## src/rtl/sd_iosync_p2ph.sv

```systemverilog
// Receive end of a two-phase req/ack crossing. It synchronises s_req, captures
// s_data and holds the word on an srdy/drdy producer interface.
//
// state | meaning
// IDLE  | no word held; waiting for a new s_req toggle
// FULL  | word held on p_data, p_srdy=1; waiting for p_drdy
module sd_iosync_p2ph #(
  parameter int width       = 16,
  parameter int sync_stages = 2,
  parameter int cnt_width   = 16
) (
  input  logic                 clk,
  input  logic                 reset,
  input  logic                 s_req,
  input  logic [width-1:0]     s_data,
  output logic                 s_ack,
  output logic                 p_srdy,
  output logic [width-1:0]     p_data,
  input  logic                 p_drdy,
  output logic                 proto_err,
  output logic [cnt_width-1:0] xfer_cnt
);

  typedef enum logic {IDLE = 1'b0, FULL = 1'b1} state_t;

  localparam logic [cnt_width-1:0] cnt_one = {{(cnt_width-1){1'b0}}, 1'b1};

  state_t                 state, state_nxt;
  logic [sync_stages-1:0] sync_q;
  logic                   req_s;
  logic                   req_last;
  logic                   req_new;
  logic                   capture;
  logic                   accept;

  always_ff @(posedge clk) begin
    if (reset) sync_q <= '0;
    else       sync_q <= {sync_q[sync_stages-2:0], s_req};
  end

  assign req_s   = sync_q[sync_stages-1];
  assign req_new = req_s ^ req_last;

  always_ff @(posedge clk) begin
    if (reset) state <= IDLE;
    else       state <= state_nxt;
  end

  always_comb begin
    state_nxt = state;
    capture   = 1'b0;
    accept    = 1'b0;
    case (state)
      IDLE: begin
        if (req_new) begin
          capture   = 1'b1;
          state_nxt = FULL;
        end
      end
      FULL: begin
        if (p_drdy) begin
          accept    = 1'b1;
          state_nxt = IDLE;
        end
      end
      default: state_nxt = IDLE;
    endcase
  end

  always_comb begin
    p_srdy = (state == FULL);
  end

  // A toggle seen while FULL leaves req_last alone, so it is captured after the held word leaves.
  always_ff @(posedge clk) begin
    if (reset) begin
      req_last  <= 1'b0;
      p_data    <= '0;
      s_ack     <= 1'b0;
      xfer_cnt  <= '0;
      proto_err <= 1'b0;
    end else begin
      if (capture) begin
        p_data   <= s_data;
        req_last <= req_s;
      end
      if (accept) begin
        s_ack    <= ~s_ack;
        xfer_cnt <= xfer_cnt + cnt_one;
      end
      if ((state == FULL) && req_new) proto_err <= 1'b1;
    end
  end

endmodule
```

## config.mk

```make
export PLATFORM = sky130hd
export DESIGN_NAME = sd_iosync_p2ph
export DESIGN_NICKNAME = d
export VERILOG_FILES = /design/src/rtl/sd_iosync_p2ph.sv
export SDC_FILE = /design/constraint.sdc
export NUM_CORES = 1
export LEC_CHECK = 0
export CAP_MARGIN = 20
export CORE_MARGIN = 2
export CORE_UTILIZATION = 34
export CTS_CLUSTER_SIZE = 16
export DETAILED_ROUTE_END_ITERATION = 12
export GPL_ROUTABILITY_DRIVEN = 0
export SYNTH_ARGS = -nofsm -noshare
export SYNTH_HDL_FRONTEND = slang
export SYNTH_SLANG_ARGS = --single-unit
export TNS_END_PERCENT = 100
```

## constraint.sdc

```tcl
create_clock -name clk -period 3.95 [get_ports clk]
set_input_delay 0.5925 -clock clk [delete_from_list [all_inputs] [get_ports clk]]
set_output_delay 0.5925 -clock clk [all_outputs]
set_load 0.03 [all_outputs]
```

==> run_results.csv <==
group,metric,value,unit
timing,rsz0062_at_grt,"no",
placement,place_hpwl,2.367,mm
drt,vias,1293,
worst_setup_path,critical-path-slowest-cell,"clkdlybuf4s50_1",
finish,diodes,0,
logic_synthesis,yosysTopAreaCell,"dfxtp_1",
clock_tree,htreeDepth,2,
status,outcome,"finished, final reports clean",
logic_synthesis,yosys_warnings,0,
drt,dr.pass1.iters,4,
worst_setup_path,worstSetupPathType,"reg2out",
global_routing,grt_pass1_vias,1262,
power_and_ir_drop,p_total,0.7478,mW
timing,max_slew_margin,0.6070,
clock_tree,cts_tree,"built",
timing,maxSlewViolCount,0,
clock_tree,clock-root-buffer,"clkbuf_8",
drt,routed_via_density,4.702,
clock_tree,clk_pin_slew,0.06,ns
clock_tree,cts-resized-gates,0,
placement,io_buffers,54,
global_routing,grt_pass1_wl,5.671,mm
clock_tree,clockBufferDepth,2,
worst_setup_path,arrival,1.61,ns
floorplan,die_y,69.68,um
worst_setup_path,cp-end-kind,"output port",
logic_synthesis,ys_types,26,
finish,n_fill_cell,386,
finish,postLayoutCellArea,2105,sq um
drt,wirelength,3.375,mm
worst_setup_path,max_stage_delay,0.75,ns
logic_synthesis,synth_ff_type,"dfxtp_1",
run,maxCapViolCount,0,
logic_synthesis,seq_area_frac_synth,0.5188,
worst_setup_path,path_buf_inv,1,
timing,finalClockSkew,0.006492,ns
placement,place_ws,1.739,ns
global_routing,gr-total-overflow,0,
timing,min_period,2.204,ns
power_and_ir_drop,power.static_leakage,0.7100,nW
finish,syn_to_final_growth,43.52,%
timing,setup_viol,0,
worst_setup_path,path_cells,"clkdlybuf4s50_1",
global_routing,antenna_found_initial,0,
logic_synthesis,synth_edf_count,0,
timing,post-route-period-util,0.5579,
finish,layout-drive-gt1-share,0.03556,
power_and_ir_drop,irDropWorstVdd,0.0001934,V
logic_synthesis,synthArstFlopShare,0,
global_routing,track_usage,0.1455,
worst_setup_path,crit_fanout,13,
timing,finalHoldViolCount,0,
worst_setup_path,cp_top_family,"buffers and inverters",
floorplan,num_rows,23,
logic_synthesis,syn_area_per_cell,8.526,sq um
timing,finalSetupTns,0,ns
logic_synthesis,synth_cells,172,
floorplan,die_x,69.68,um
logic_synthesis,ys_top_cells_by_count,"dfxtp_1 (38), nand2_1 (38), a21oi_1 (21)",
timing,worst_pin_slew,0.5895,ns
clock_tree,holdBufCountCts,0,
logic_synthesis,synth.top_cells.by_area,"dfxtp_1 (52%), nand2_1 (9.7%), a21oi_1 (7.2%)",
logic_synthesis,synth_area,1466,sq um
clock_tree,numClockSinks,38,
worst_setup_path,worstSetupStartpointType,"flop",
timing,finalWorstSetupSlack,1.746,ns
finish,nets,246,
floorplan,coreArea,4086,sq um
drt,antenna_left,0,
worst_setup_path,critical_path_required,3.36,ns
floorplan,pin_count,55,
finish,post-route-util,0.5150,
min_path,hp-class,"reg2reg",
power_and_ir_drop,p_per_area,355.3,nW/um^2
floorplan,die_area,4855,sq um
drt,routedWlPerCell,12.27,um
clock_tree,cts_setup_buffers,0,
clock_tree,clock_latency,0.29,ns
clock_tree,numCtsBuffers,5,
drt,detail_route.iter0.violations,57,
global_routing,grt_max_degree,39,
timing,fmax,453.8,MHz
logic_synthesis,syn-num-nets,193,
placement,dpl_cell_area,2021,sq um
drt,drc,0,
logic_synthesis,synth_top_cell_area_share,0.5188,
logic_synthesis,ys_seq_elements,38,
floorplan,start_util,0.3588,
[kinds of logic (layout without fill, tap and decap cells)]
family | Yosys count | after routing | share of synthesized area
simple gates | 80 | 80 | 0.2491
flops | 38 | 38 | 0.5188
compound gates | 25 | 25 | 0.08703
xor+xnor | 14 | 14 | 0.08362
buf+inv | 13 | 66 | 0.04607
fa+ha+maj | 1 | 1 | 0.008531
mux | 1 | 1 | 0.006826
[metal layers]
| layer | wire (um) | global-route usage | part of all wire |
|---|---|---|---|
| met1 | 1575 | 0.1755 | 0.47 |
| met2 | 1535 | 0.2340 | 0.45 |
| met3 | 198 | 0.04070 | 0.059 |
| met4 | 65 | 0.07906 | 0.019 |
| met5 | 0 | 0 | 0 |
[state kept, by name (all words and copies together) (netlist names)]
| name | flops |
|---|---|
| proto_err | 1 |
| req_last | 1 |
| sync_q | 2 |
| s_ack | 1 |
| p_data | 16 |
| xfer_cnt | 16 |
| p_srdy | 1 |
[power breakdown]
part | leakage (nW) | total, mW | internal [mW] | switching (mW)
combinational | 0.363 | 0.0942 | 0.0445 | 0.0498
clock | 0.0383 | 0.250 | 0.121 | 0.128
sequential | 0.308 | 0.404 | 0.395 | 0.00865
[per-stage QoR]
stage               hold WS, ns  cells
detailed placement       0.4460    267
global route             0.4718    275
CTS                      0.4562    274
finish                   0.4519    275
global placement         0.4249    267
floorplan                0.4138    172
[cells in the final DEF, fill, tap and decap left out, drive strengths merged, types with 4 or more instances in the layout]
master          n
clkdlybuf4s50  54
nand2          38
dfxtp          38
a21oi          21
nor2           16
xnor2           8
clkbuf          7
xor2            6
nor4            5
nand4           5
nand3           4
or3             4
[final timing paths]
| check | startpoint | to | slack, ns | cells after the start |
|---|---|---|---|---|
| hold / removal | sync_q[0]$_SDFF_PP0_ | sync_q[1]$_SDFF_PP0_ | 0.45 | 1 |
| setup reg to reg | xfer_cnt[2]$_SDFFE_PP0P_ | xfer_cnt[15]$_SDFFE_PP0P_ | 2.10 | 4 |
| setup / recovery | p_srdy$_SDFF_PP0_ | p_srdy | 1.75 | 1 |
| hold reg to reg | sync_q[0]$_SDFF_PP0_ | sync_q[1]$_SDFF_PP0_ | 0.45 | 1 |
[final cells by class]
| type | count | area [sq um] | share of cell area |
|---|---|---|---|
| Clock buffer | 7 | 76.32 | 0.03627 |
| Tap cell | 50 | 62.56 | 0.02973 |
| Sequential cell | 38 | 760.7 | 0.3615 |
| Inverter | 3 | 11.26 | 0.005351 |
| Multi-Input combinational cell | 121 | 638.1 | 0.3032 |
| Timing Repair Buffer | 56 | 555.5 | 0.2640 |
Power figures use the tool's default switching activity.
